==> src/rtl/mapped_spiram_burst.sv <==
// Memory-mapped SPI RAM bridge: 32-bit word reads/writes translated to SPI mode-0 transactions.
// Optional macro SPIRAM_FAST_READ_EN selects fast read (0x0B) with 8 dummy clocks.
module mapped_spiram_burst #(
    parameter int CLK_DIV    = 27,
    parameter int ADDR_BYTES = 3,
    parameter int CS_GAP     = 4
) (
    input  logic        clk,
    input  logic        reset,
    input  logic        rd,
    input  logic        wr,
    input  logic [21:0] word_address,
    input  logic [31:0] wdata,
    input  logic [3:0]  wmask,
    output logic [31:0] rdata,
    output logic        rbusy,
    output logic        wbusy,
    output logic        sclk,
    output logic        cs_n,
    output logic        mosi,
    input  logic        miso
);

    typedef enum logic [2:0] {IDLE, CMD, DUMMY, DATA, GAP} state_t;

    localparam int          CMD_BITS = 8 + 8 * ADDR_BYTES;
    localparam logic [7:0]  DIV_LAST = 8'(CLK_DIV - 1);
    localparam logic [3:0]  GAP_LAST = 4'(CS_GAP - 1);
    localparam logic [5:0]  CMD_LAST = 6'(CMD_BITS - 1);
    localparam logic [7:0]  WR_OP    = 8'h02;
`ifdef SPIRAM_FAST_READ_EN
    localparam logic [7:0]  RD_OP    = 8'h0B;
`else
    localparam logic [7:0]  RD_OP    = 8'h03;
`endif

    state_t      state;
    logic [7:0]  div_cnt;
    logic [3:0]  gap_cnt;
    logic [5:0]  bit_cnt;
    logic [31:0] tx_sr;
    logic [31:0] rx_sr;
    logic        rx_done;
    logic        is_read;
    logic        burst;
    logic [3:0]  pend_mask;
    logic [1:0]  cur_idx;
    logic [31:0] wdata_q;
    logic [21:0] addr_q;

    // Command word is left-aligned so shifting always starts at bit 31.
    function automatic logic [31:0] cmd_word(input logic [7:0] op, input logic [23:0] ba);
        if (ADDR_BYTES == 3) return {op, ba};
        else                 return {op, ba[15:0], 8'h00};
    endfunction

    function automatic logic [31:0] swap32(input logic [31:0] v);
        return {v[7:0], v[15:8], v[23:16], v[31:24]};
    endfunction

    function automatic logic [1:0] first_bit(input logic [3:0] m);
        casez (m)
            4'b???1: return 2'd0;
            4'b??10: return 2'd1;
            4'b?100: return 2'd2;
            default: return 2'd3;
        endcase
    endfunction

    logic [1:0]  idle_idx, gap_idx;
    logic [31:0] start_cmd, gap_cmd, wdata_word;

    always_comb begin
        idle_idx   = first_bit(wmask);
        gap_idx    = first_bit(pend_mask);
        start_cmd  = cmd_word(RD_OP, {word_address, 2'b00});
        if (!rd) begin
            if (wmask == 4'hF) start_cmd = cmd_word(WR_OP, {word_address, 2'b00});
            else               start_cmd = cmd_word(WR_OP, {word_address, idle_idx});
        end
        gap_cmd    = cmd_word(WR_OP, {addr_q, gap_idx});
        wdata_word = burst ? swap32(wdata_q) : {wdata_q[8*cur_idx +: 8], 24'h0};
    end

    always_ff @(posedge clk) begin
        if (reset) begin
            state     <= IDLE;
            cs_n      <= 1'b1;
            sclk      <= 1'b0;
            mosi      <= 1'b0;
            rbusy     <= 1'b0;
            wbusy     <= 1'b0;
            rdata     <= '0;
            div_cnt   <= '0;
            gap_cnt   <= '0;
            bit_cnt   <= '0;
            tx_sr     <= '0;
            rx_sr     <= '0;
            rx_done   <= 1'b0;
            is_read   <= 1'b0;
            burst     <= 1'b0;
            pend_mask <= '0;
            cur_idx   <= '0;
            wdata_q   <= '0;
            addr_q    <= '0;
        end else begin
            // Read data lands one clk after the final sampling edge, mid high phase.
            if (rx_done) begin
                rdata   <= swap32(rx_sr);
                rbusy   <= 1'b0;
                rx_done <= 1'b0;
            end
            case (state)
                IDLE: begin
                    cs_n <= 1'b1;
                    sclk <= 1'b0;
                    mosi <= 1'b0;
                    if (rd || (wr && wmask != 4'h0)) begin
                        state   <= CMD;
                        cs_n    <= 1'b0;
                        div_cnt <= '0;
                        bit_cnt <= CMD_LAST;
                        tx_sr   <= start_cmd;
                        mosi    <= start_cmd[31];
                        is_read <= rd;
                        addr_q  <= word_address;
                        wdata_q <= wdata;
                        if (rd) begin
                            rbusy <= 1'b1;
                        end else begin
                            wbusy     <= 1'b1;
                            burst     <= (wmask == 4'hF);
                            cur_idx   <= idle_idx;
                            pend_mask <= (wmask == 4'hF) ? 4'h0 : (wmask & ~(4'b0001 << idle_idx));
                        end
                    end
                end
                GAP: begin
                    cs_n <= 1'b1;
                    sclk <= 1'b0;
                    mosi <= 1'b0;
                    if (gap_cnt != GAP_LAST) begin
                        gap_cnt <= gap_cnt + 4'd1;
                    end else if (pend_mask != 4'h0) begin
                        state     <= CMD;
                        cs_n      <= 1'b0;
                        div_cnt   <= '0;
                        bit_cnt   <= CMD_LAST;
                        tx_sr     <= gap_cmd;
                        mosi      <= gap_cmd[31];
                        cur_idx   <= gap_idx;
                        pend_mask <= pend_mask & ~(4'b0001 << gap_idx);
                    end else begin
                        state <= IDLE;
                    end
                end
                default: begin
                    if (div_cnt != DIV_LAST) begin
                        div_cnt <= div_cnt + 8'd1;
                    end else begin
                        div_cnt <= '0;
                        if (!sclk) begin
                            sclk <= 1'b1;
                            if (state == DATA && is_read) begin
                                rx_sr <= {rx_sr[30:0], miso};
                                if (bit_cnt == 6'd0) rx_done <= 1'b1;
                            end
                        end else begin
                            sclk <= 1'b0;
                            if (bit_cnt != 6'd0) begin
                                bit_cnt <= bit_cnt - 6'd1;
                                tx_sr   <= {tx_sr[30:0], 1'b0};
                                mosi    <= tx_sr[30];
                            end else if (state == CMD) begin
                                if (is_read) begin
`ifdef SPIRAM_FAST_READ_EN
                                    state   <= DUMMY;
                                    bit_cnt <= 6'd7;
`else
                                    state   <= DATA;
                                    bit_cnt <= 6'd31;
`endif
                                    tx_sr   <= '0;
                                    mosi    <= 1'b0;
                                end else begin
                                    state   <= DATA;
                                    bit_cnt <= burst ? 6'd31 : 6'd7;
                                    tx_sr   <= wdata_word;
                                    mosi    <= wdata_word[31];
                                end
`ifdef SPIRAM_FAST_READ_EN
                            end else if (state == DUMMY) begin
                                state   <= DATA;
                                bit_cnt <= 6'd31;
                                tx_sr   <= '0;
                                mosi    <= 1'b0;
`endif
                            end else begin
                                state   <= GAP;
                                cs_n    <= 1'b1;
                                mosi    <= 1'b0;
                                gap_cnt <= '0;
                                if (!is_read && pend_mask == 4'h0) wbusy <= 1'b0;
                            end
                        end
                    end
                end
            endcase
        end
    end

endmodule

==> config.mk <==
export PLATFORM = sky130hd
export DESIGN_NAME = mapped_spiram_burst
export DESIGN_NICKNAME = d
export VERILOG_FILES = /design/src/rtl/mapped_spiram_burst.sv
export SDC_FILE = /design/constraint.sdc
export NUM_CORES = 1
export LEC_CHECK = 0
export ABC_AREA = 0
export BUFFER_PORTS_ARGS = -buffer_cell sky130_fd_sc_hd__buf_2
export CAP_MARGIN = 20
export CORE_MARGIN = 3
export CORE_UTILIZATION = 40
export DETAILED_ROUTE_END_ITERATION = 12
export HOLD_SLACK_MARGIN = 0.03
export SYNTH_ARGS = -nofsm -noshare
export SYNTH_HDL_FRONTEND = slang
export SYNTH_SLANG_ARGS = --single-unit
==> constraint.sdc <==
create_clock -name clk -period 3.1 [get_ports clk]
set_input_delay 0.93 -clock clk [delete_from_list [all_inputs] [get_ports clk]]
set_output_delay 0.93 -clock clk [all_outputs]
set_load 0.05 [all_outputs]
==> run summary, run 1 <==
Pin placement for this block handled 100 I/O pins. The commonest non-fill, non-tap cell in the layout was sky130_fd_sc_hd__dfxtp_1. The mean cell area of the mapped netlist is 8.44 µm², and the final period demand of the worst path is 2.60 ns.

The number of rows created at floorplan was 50. Measured along the y axis, the die boundary spans 146 µm. Along the worst path, the maximum fanout reaches 35. In the final layout, the multi-input gates occupy 3860 µm². Input and output buffers added on the ports amount to 99. In the final layout, flip-flops and latches occupy 3680 µm². The peak supply drop came out at 0.000442 V.

Core box area: 19,000 µm². The post-synth net total came out at 996. TritonCTS built the clock tree. The aggregate global-route resource usage is 0.183, and the area enclosed by the die boundary is 21,300 µm². For the final-layout fill cell count, the log shows 1,850. The launching instance or port of the critical path was bit_cnt[0]. The ratio of final minimum period to clock period works out to 0.837.

The count of nets left with antenna violations once routing finished came out at 0. For this run, the top clock speed supported by timing is 0.385 GHz. The cell at the root of the clock tree is sky130_fd_sc_hd__clkbuf_16.

The global-route wire length before repair was 32,400 µm; the endpoint required time on the critical path was 3.45 ns. The worst slew slack as a fraction of its limit was 0.298; the number of placed cells counting well taps was 1,238. Type of the worst setup path: register to register.

The worst hold path was traced through 2 stages. Clock tree synthesis inserted a total of 17 buffers. The overall power after layout was 7.03 mW; the number of buffers inserted for hold repair after clock tree synthesis was 0. The finished layout holds 1,270 standard cells, fillers aside. The repair_antennas step left the layout with diodes totalling 0.

The leading register cell type out of synthesis was sky130_fd_sc_hd__dfxtp_1. The clock tree synthesis step divided the H-tree into 4 levels. The routed wire length per instance was 15.5 µm. Dividing total power by cell area gives a power density of 763 nW/µm². In this run the worst hold path is classified as register to register. The run gives 0 as the number of design rule violations left after detail routing. The transition at the pin with the smallest max-transition slack is 1.05 ns.

Setup violations remaining at the end of the flow were counted as 0. After clock tree synthesis, the setup repair step added 0 buffers. For the sequential area share after synthesis, the log shows 0.470.

The die width is 146 µm, and the insertion delay to the later sink of the worst-skew pair is 0.43 ns. In this run, synthesis inferred 0 flip-flops with an integrated enable. The via count of the first global-routing pass came out at 6,221.

In this run the most critical hold path is launched from addr_q[10]. The first detailed-routing pass ran for 7 iterations. The area growth from synthesis to layout is 17.7%. The longest clock path from root to sink contains 2 buffers. The layout cell share with drive strength beyond 1 is 0.167, and the starting DRC count in detailed routing is 420. For the static power due to leakage, the log shows 3.71 nW. The count of warnings emitted by yosys is 0, and the routed via count is 6,633. The clock arrives with 0.00703 ns of skew. The largest net degree at the start of global routing came out at 73. Counting every instance in the synthesized netlist gives 929. After the last flow step, the layout net total stands at 1,064. The run gives 184 as the clock sink count. The number of max-cap violations was 0; the async set-reset flop share out of synthesis was 0. The cell area that synthesis handed to floorplanning was 7840 µm². In this run, synthesis produced a sequential element count of 184. For the worst flop-to-flop path, the logic depth is 9. Final count of hold timing violations: 0. The tools report the starting density of the core as 0.414. The launch instance of the worst register-to-register path is bit_cnt[0]. Clock-pin slew of the registers on the worst-case setup and hold paths: 0.07 ns. Leaving out fill and tap cells, the most frequent cells in the layout are 183 x sky130_fd_sc_hd__dfxtp_1, 132 x sky130_fd_sc_hd__nand2_1, 128 x sky130_fd_sc_hd__nor2_1, 98 x sky130_fd_sc_hd__buf_2, 88 x sky130_fd_sc_hd__mux2i_1. Summed over all nets, the half-perimeter wirelength after detailed placement is 13,100 µm. The mean number of vias per cell was 5.22.

The capturing element type of the critical path is a register. Setup repair after global routing left no endpoint under its margin. The count of distinct cell types in the synthesized netlist came out at 56.

Summed over all layers, the routed wires come to 19,700 µm. The sum of negative setup slack is 0 ns. Summed over all layers, the global routing overflow is 0. The global placement routability congestion was 0.825.

The arrival time reported for the critical path endpoint came out at 2.94 ns. The tools report the total count of max-transition violations in the final report as 0. STA classifies the critical path startpoint as a register.

The flow ran to the end, and the final reports show no timing, DRC or antenna violations. The number of antenna violations at the first check in global routing came out at 0.
## state kept, by name (all words and copies together) (netlist names), 2 cells and up
| signal | flops |
|---|---|
| rdata | 32 |
| rx_sr | 32 |
| tx_sr | 31 |
| wdata_q | 32 |
| state | 3 |
| div_cnt | 8 |
| bit_cnt | 6 |
| addr_q | 22 |
| cur_idx | 2 |
| pend_mask | 4 |
| gap_cnt | 4 |
## synth_stat cells (2+ instances only)
cell type | instances | area, µm²
sky130_fd_sc_hd__ha_1 | 4 | 50.1
sky130_fd_sc_hd__o221ai_1 | 2 | 17.5
sky130_fd_sc_hd__a211oi_1 | 28 | 210
sky130_fd_sc_hd__o2111ai_1 | 4 | 35.0
sky130_fd_sc_hd__a21oi_1 | 83 | 415
sky130_fd_sc_hd__nand4_1 | 8 | 50.1
sky130_fd_sc_hd__mux2i_1 | 88 | 881
sky130_fd_sc_hd__nor3b_1 | 2 | 15.0
sky130_fd_sc_hd__o21ai_0 | 36 | 180
sky130_fd_sc_hd__nor4b_1 | 2 | 17.5
sky130_fd_sc_hd__nor2b_1 | 4 | 25.0
sky130_fd_sc_hd__or2_1 | 3 | 18.8
sky130_fd_sc_hd__nor2_1 | 128 | 480
sky130_fd_sc_hd__or3_1 | 2 | 12.5
sky130_fd_sc_hd__a311oi_1 | 4 | 35.0
sky130_fd_sc_hd__nor3_1 | 36 | 180
sky130_fd_sc_hd__mux2_2 | 5 | 56.3
sky130_fd_sc_hd__inv_1 | 7 | 26.3
sky130_fd_sc_hd__and2_1 | 2 | 12.5
sky130_fd_sc_hd__nor4_1 | 4 | 25.0
sky130_fd_sc_hd__a2111oi_0 | 3 | 26.3
sky130_fd_sc_hd__and3_1 | 3 | 18.8
sky130_fd_sc_hd__o41ai_1 | 2 | 17.5
sky130_fd_sc_hd__nand2_1 | 132 | 495
sky130_fd_sc_hd__a22oi_1 | 5 | 37.5
sky130_fd_sc_hd__o21ai_1 | 2 | 10.0
sky130_fd_sc_hd__dfxtp_1 | 184 | 3680
sky130_fd_sc_hd__clkbuf_1 | 59 | 221
sky130_fd_sc_hd__buf_2 | 5 | 25.0
sky130_fd_sc_hd__nand2b_1 | 5 | 31.3
sky130_fd_sc_hd__xnor2_1 | 2 | 17.5
sky130_fd_sc_hd__a221oi_1 | 3 | 26.3
sky130_fd_sc_hd__a2bb2oi_1 | 2 | 17.5
sky130_fd_sc_hd__buf_1 | 8 | 30.0
sky130_fd_sc_hd__nand3_1 | 34 | 170
sky130_fd_sc_hd__xor2_1 | 7 | 61.3
sky130_fd_sc_hd__o21a_1 | 2 | 15.0
## per-stage QoR
step	utilization	hold slack [ns]	worst slack, ns	area [µm²]
2_1_floorplan	-	0.432	0.492	7840
3_3_place_gp	0.455	0.441	0.184	8620
3_5_place_dp	0.455	0.447	0.127	8620
4_1_cts	0.486	0.457	0.347	9220
5_1_grt	0.487	0.469	0.289	9220
6_report	0.487	0.454	0.505	9220
## worst max-delay path: stages, from the launching register on
cell,delay (ns)
sky130_fd_sc_hd__dfxtp_1,0.36
sky130_fd_sc_hd__inv_1,0.07
sky130_fd_sc_hd__ha_1,0.22
sky130_fd_sc_hd__or4b_4,0.49
sky130_fd_sc_hd__or2_1,0.32
sky130_fd_sc_hd__buf_12,0.21
sky130_fd_sc_hd__nor4_4,0.13
sky130_fd_sc_hd__buf_4,0.32
sky130_fd_sc_hd__a221oi_1,0.15
sky130_fd_sc_hd__a211oi_1,0.23
## area by class of cell
cell class | count | share of cell area
multi-input cells | 665 | 0.419
flip-flops and latches | 184 | 0.399
repair buffers | 122 | 0.0781
clock buffers | 17 | 0.0461
well taps | 260 | 0.0353
clock inverters | 15 | 0.0191
inverters | 7 | 0.00285
## repair_timing
action | in CTS | in global routing
gates resized for setup | 0 | 1
setup endpoints to repair | 0 | 1
hold endpoints to repair | 0 | 0
## power breakdown
group	total, mW	internal (mW)	switching [mW]
logic	1.90	0.689	1.22
clock network	2.17	1.10	1.07
registers	2.96	2.70	0.259
total	7.03	4.49	2.55
## path summary, 6_finish.rpt
check	end	slack [ns]
max reg2reg	tx_sr[0]	0.50
min reg2reg	addr_q[10]	0.45
min	addr_q[10]	0.45
max	tx_sr[0]	0.50
## routing by layer
metal	wire [µm]	part of all wire	GRT usage
met1	9540	0.49	0.267
met2	8520	0.43	0.270
met3	1320	0.067	0.0445
met4	275	0.014	0.0550
met5	0	0	0
## logic make-up after synthesis
kind of cell | synth area share
adders and majority gates | 0.00638
DFF | 0.470
AOI/OAI and AO/OA | 0.139
and+or+nand+nor | 0.213
muxes | 0.121
buffers and inverters | 0.0401
xor gates and xnor gates | 0.0101
No activity file was read; power rests on OpenSTA's default activity.
==> run 2, diff against run 1 <==
==> constraint.sdc (replaced) <==
create_clock -name clk -period 2.7 [get_ports clk]
set_input_delay 0.81 -clock clk [delete_from_list [all_inputs] [get_ports clk]]
set_output_delay 0.81 -clock clk [all_outputs]
set_load 0.05 [all_outputs]
==> run 2 against run 1 <==
Effect of this change: register-to-register slack worse by 0.28 ns; critical path type unchanged; worst setup slack worse by 0.28 ns; non-clock buffer count is 16 higher; cell count is 1.3% higher; sequential power is 15% higher; largest power group unchanged; clock power is 22% higher; routed wire length is 0.27% lower; combinational power is 19% higher; highest routed layer unchanged; via count is 1.6% higher; clock skew is 0.0083 ns higher; clock-buffer cell count stayed put; global-route usage is 0.11 points higher.
==> run summary, run 2 (synthesis gave the netlist of run 1 again) <==
The number of H-tree levels is 4. Derived from the worst setup path, the maximum achievable clock frequency is 0.404 GHz. IR analysis of the VDD net gives a maximum drop of 0.000478 V. The number of rows created at floorplan was 50; the number of placed I/O pins was 100.

The run gives 6,224 as the via count of the first global-routing pass. In this run the vertical extent of the chip is 146 µm. The worst clock skew is 0.0153 ns, and the biggest cell delay along the critical path is 0.49 ns. The tools report the capturing element type of the critical path as a register. The share of the core filled with cells in the final layout was 0.497; the total clock buffers created by CTS was 17. The ratio of final minimum period to clock period was 0.916; the number of design rule violations left after detail routing was 0. For the insertion delay to the later sink of the worst-skew pair, the log shows 0.45 ns. The area growth from synthesis to layout is 20.1%. Routed wire length per instance: 15.2 µm.

Setup violations remaining at the end of the flow were counted as 0. The die is 146 µm wide. Entering global routing, the biggest net connects 94 pins. The cell type of the slowest stage on the worst timing path was sky130_fd_sc_hd__or4b_4. The global-route wire length before repair came out at 32,300 µm. Setup repair after global routing left no endpoint under its margin.

The number of antenna violations at the first check in global routing is 0, and the transition at the pin with the smallest max-transition slack is 0.915 ns. Clock-pin slew was measured on the worst setup and hold paths at 0.08 ns. For this block, the initial DRC count from the detailed router was 392. The final count of hold timing violations is 0, and the global placement routability congestion is 0.826. Counting every sink on the clock net gives 184. After clock tree synthesis, the flow added hold-fix buffers numbering 0. In this run the standard cell core region covers 19,000 µm². Excluding fillers, the count of instances in the completed layout stands at 1,287. The cell at the root of the clock tree is sky130_fd_sc_hd__clkbuf_16. The largest registers in the layout are rdata x32, rx_sr x32, wdata_q x32. Power spread over the standard cell area amounts to 882 nW/µm². The overall power after layout is 8.31 mW, and the buffer count from post-CTS setup fixing is 0.

The total overflow reported by the global router is 0, and the final-layout fill cell count is 1,884. The floorplan step defined a die boundary enclosing 21,300 µm². The number of buffer cells added on primary ports was 99. The layout cell share with drive strength beyond 1 is 0.179. Once detail routing completed, the nets flagged for antenna violations numbered 0. Walking the worst path, the cells encountered are inv_1 > ha_1 > or4b_4 > or2_1 > buf_4 > nor4_1 > a21oi_1 > a2111oi_0.

The wire-length estimate of the detail-placed layout is 13,400 µm. Startpoint kind of the worst setup timing path: a register. For this run, the post-layout net count is 1,080.

The quantity of gates resized following cts is 0, and the aggregate routed wire length is 19,600 µm. The path class of the tightest hold or removal check is register to register. The logs give 0.414 for the starting density of the core and 6,740 for the routed via count. Counting tap cells, the placed design contains a total of 1,254 instances. The aggregate global-route resource usage is 0.184. The critical path is of the register to register type.

The biggest fanout along the worst timing path is 10. In the routed layout, each cell is associated on average with a via count of 5.24. For the finished layout, the period the worst path requires is 2.47 ns. Across the run, the number of max-cap violations was 0. For the worst setup path, the data required time is 3.02 ns.

Maximum buffer depth of the clock tree: 2. The library cell used most frequently in the layout, excluding fill and tap cells, is sky130_fd_sc_hd__dfxtp_1. Worst slew slack as a fraction of its limit: 0.385. The total count of max-transition violations in the final report is 0.

The run finished with clean final reports. The top cell types in the final layout, fill and taps aside, are 183 x sky130_fd_sc_hd__dfxtp_1, 132 x sky130_fd_sc_hd__nand2_1, 128 x sky130_fd_sc_hd__nor2_1, 98 x sky130_fd_sc_hd__buf_2, 88 x sky130_fd_sc_hd__mux2i_1. Summed over all cells, the static leakage comes to 3.81 nW. Summed over all failing endpoints, the final setup total negative slack is 0 ns. The first detailed-routing pass ran for 5 iterations.

TritonCTS built the clock tree. The tools report the arrival time reported for the critical path endpoint as 2.80 ns.
## run 2: cell types whose count changed in the layout (fill, tap and decap cells not counted), sizes merged
cell	delta
diode	+1
clkinv	+1
inv	-1
buf	+16
## run 2: worst max-delay path, delay by kind of cell, from the launching register on
family / cells / cell delay (ns)
buffers and inverters: 2 / 0.28
and+or+nand+nor: 3 / 1.08
adders and majority gates: 1 / 0.20
AOI/OAI and AO/OA: 2 / 0.46
DFF: 1 / 0.34
## run 2: final cells by class
class	instances	area, µm²	share of cell area
tap	260	325	0.0345
multi-input combinational	665	3860	0.410
timing repair buffer	138	866	0.0919
clock buffer	17	425	0.0452
sequential	184	3680	0.391
clock inverter	15	228	0.0242
antenna	1	2.50	0.000266
inverter	7	26.3	0.00279
## run 2: worst paths after layout
| check | start | endpoint | slack [ns] | depth (start not counted) |
|---|---|---|---|---|
| max | bit_cnt[1] | mosi | 0.23 | 8 |
| min | addr_q[3] | addr_q[3] | 0.46 | 2 |
| max reg2reg | bit_cnt[1] | mosi | 0.23 | 8 |
| min reg2reg | addr_q[3] | addr_q[3] | 0.46 | 2 |
## run 2: power by group
group | switching, mW | leakage, nW | total (mW) | internal [mW]
clock network | 1.34 | 0.314 | 2.65 | 1.31
logic | 1.40 | 1.99 | 2.27 | 0.862
registers | 0.287 | 1.50 | 3.39 | 3.10
## run 2: routing by layer
layer	wire length (µm)	vias up	GRT usage
met1	9500	3166	0.263
li1	-	3404	-
met2	8710	148	0.277
met4	261	0	0.0517
met3	1140	22	0.0483
met5	0	-	0
## run 2: stage by stage
step           worst slack, ns  area [µm²]  hold slack, ns
2_1_floorplan            0.212        7840           0.432
3_3_place_gp             0.151        8760           0.441
3_5_place_dp             0.136        8760           0.446
4_1_cts                  0.235        9410           0.457
5_1_grt                 0.0416        9410           0.476
6_report                 0.226        9420           0.457
==> run 3, diff against run 2 <==
--- a/config.mk
+++ b/config.mk
@@ -12,6 +12,7 @@
 export CORE_UTILIZATION = 40
 export DETAILED_ROUTE_END_ITERATION = 12
 export HOLD_SLACK_MARGIN = 0.03
+export PLACE_DENSITY = 0.59
 export SYNTH_ARGS = -nofsm -noshare
 export SYNTH_HDL_FRONTEND = slang
 export SYNTH_SLANG_ARGS = --single-unit
==> run 3 against run 2 <==
Effect of this change: routed wire length up 1.7%; worst setup slack worse by 0.039 ns; fmax down 1.6%; highest routed layer is now met5; critical endpoint unchanged.
==> run summary, run 3 (synthesis gave the netlist of run 1 again) <==
The via count of the first global-routing pass came out at 6,167. The congestion estimate from routability-driven global placement came to 0.825. The number of max-cap violations was 0. The worst path in the final design needs a cycle of 2.51 ns, including I/O delays and setup. For the number of placed I/O pins, the log shows 100. Setup slack closes at 0.187 ns.

Setup violations remaining at the end of the flow were counted as 0. The first routing iteration left 515 violations. The post-route standard cell area excluding fillers was 9330 µm². TritonCTS built the clock tree.

The repair_antennas step left the layout with diodes totalling 0. The vertical extent of the die was 146 µm; the detailed placer's ending HPWL was 13,200 µm. For this design the total switching power over the nets is 2.96 mW. The power share of the clock group is 0.307. The mean number of vias per cell was 5.28. The static power due to leakage is 3.76 nW, and the total clock buffers created by CTS is 17. The run gives 0.416 as the part of the power in registers. The clock passes through at most 2 buffers. The biggest fanout along the worst timing path works out to 35. Entering global routing, the biggest net connects 85 pins. For this run the aggregate overflow at the end of global routing stands at 0. CTS placed an instance of sky130_fd_sc_hd__clkbuf_16 at the clock tree root. Startpoint kind of the worst setup timing path: a register. The run gives 0.44 ns as the insertion delay to the later sink of the worst-skew pair. The logs give 0.000465 V for the peak supply drop and 0 for the buffer count from post-CTS setup fixing. The library cells used most frequently in the layout, excluding fill and tap cells, are 183 x sky130_fd_sc_hd__dfxtp_1, 132 x sky130_fd_sc_hd__nand2_1, 128 x sky130_fd_sc_hd__nor2_1, 98 x sky130_fd_sc_hd__buf_2, 88 x sky130_fd_sc_hd__mux2i_1.

The area growth from synthesis to layout is 19.0%. At the end of the flow, the number of nets in the layout was 1,074. The transition at the pin with the smallest max-transition slack works out to 0.940 ns. The logs give 0 for the number of design rule violations left after detail routing and 3.02 ns for the endpoint required time on the critical path. The commonest non-fill, non-tap cell in the layout was sky130_fd_sc_hd__dfxtp_1.

In this run the standard cell core region covers 19,000 µm². The ratio of final minimum period to clock period is 0.931. In the final layout, the registers with the most flip-flops are rdata x32, rx_sr x32, wdata_q x32.

The final count of hold timing violations is 0. Setup repair after global routing left no endpoint under its margin. The first global-routing pass estimated 32,500 µm of wire.

The switching power as a share of total power was 0.362; the number of detailed-routing iterations run before antenna repair was 5. The floorplan has 50 rows. The logs give 0.185 for the aggregate global-route resource usage and 0.414 for the starting density of the core. The H-tree generated during clock tree synthesis spans 4 levels. For the area enclosed by the die boundary, the log shows 21,300 µm².

Across all layers, the routed design uses 6,753 vias. The critical path is of the register to register type. The tools report the capturing element type of the critical path as a register. The routed wire length per instance was 15.6 µm; the clock sink count was 184. The logs give 1 for the number of antenna violations at the first check in global routing and 5.21 mW for the internal power summed over all cells. The count of buffers added on input and output ports is 99.

Clock-pin slew was measured on the worst setup and hold paths at 0.07 ns. Counting tap cells, the placed design contains a total of 1,248 instances. The clock arrives with 0.0100 ns of skew. The path class of the tightest hold or removal check is register to register. The flow ran to the end, and the final reports show no timing, DRC or antenna violations. Summed over all layers, the routed wires come to 19,900 µm. The final standard cell count with taps included and fillers excluded is 1,280, and the maximum clock rate is 0.398 GHz. Combinational cell fraction of total power: 0.277. The total count of max-transition violations in the final report is 0. The floorplan step set the die width to 146 µm.

The count of nets left with antenna violations once routing finished came out at 0. OpenSTA, run right after detailed placement, puts the worst setup slack at -0.0857 ns. The layout cell share with drive strength beyond 1 came out at 0.175. For the worst slew slack as a fraction of its limit, the log shows 0.367. For this design the ratio of total power to cell area is 876 nW/µm². Data arrives at the worst endpoint at 2.83 ns. The cell area after placement was 8720 µm².
-- run 3: changes by cell type in the layout (fill, tap and decap cells not counted), sizes merged --
cell | before | now
clkinvlp | 0 | 1
inv | 15 | 14
buf | 138 | 132
diode | 1 | 0
-- run 3: final timing paths --
| kind | depth (start not counted) | slack, ns | startpoint | end |
|---|---|---|---|---|
| worst min-delay path | 2 | 0.45 | addr_q[7] | addr_q[7] |
| worst min register to register | 2 | 0.45 | addr_q[7] | addr_q[7] |
| worst max-delay path | 8 | 0.19 | bit_cnt[0] | mosi |
| worst max register to register | 8 | 0.19 | bit_cnt[0] | mosi |
-- run 3: power by group through the flow --
| stage | clock network, mW | logic, mW | registers, mW |
|---|---|---|---|
| floorplan | 0 | 1.57 | 3.38 |
| global placement | 0 | 2.25 | 3.44 |
| detailed placement | 0 | 2.26 | 3.45 |
| CTS | 2.56 | 2.28 | 3.39 |
| global route | 2.67 | 2.54 | 3.45 |
| finish | 2.51 | 2.26 | 3.40 |
-- run 3: routing by layer --
layer / wire length (µm) / vias to the layer above / track usage
li1: - / 3394 / -
met1: 9820 / 3145 / 0.267
met2: 8610 / 186 / 0.276
met3: 1210 / 26 / 0.0461
met4: 267 / 2 / 0.0503
met5: 13 / - / 0
-- run 3: metrics by stage --
stage	total power [mW]	hold WS, ns	TNS [ns]	util
2_1_floorplan	4.95	0.432	0	-
3_3_place_gp	5.70	0.441	-0.0244	0.460
3_5_place_dp	5.72	0.448	-0.0861	0.460
4_1_cts	8.23	0.458	0	0.492
5_1_grt	8.66	0.471	0	0.492
6_report	8.17	0.455	0	0.492
-- run 3: area by class of cell --
class / count / area [µm²]
clock inverters: 15 / 180
fillers: 1830 / 9630
repair buffers: 132 / 825
well taps: 260 / 325
multi-input cells: 665 / 3860
clock buffers: 17 / 425
inverters: 7 / 26.3
flip-flops and latches: 184 / 3680
-- run 3: what timing repair did --
item / in CTS / in global routing
resized for setup: 0 / 1
hold buffers: 0 / 0
endpoints found under the setup margin: 0 / 16
-- run 3: worst max-delay path, cell delays in order, from the launching register on --
cell and delay (ns):
sky130_fd_sc_hd__dfxtp_1 0.35, sky130_fd_sc_hd__inv_1 0.07, sky130_fd_sc_hd__ha_1 0.20, sky130_fd_sc_hd__or4b_4 0.49, sky130_fd_sc_hd__or2_1 0.33, sky130_fd_sc_hd__buf_12 0.21, sky130_fd_sc_hd__nor4_1 0.26, sky130_fd_sc_hd__a21oi_1 0.11
sky130_fd_sc_hd__a2111oi_0 0.39
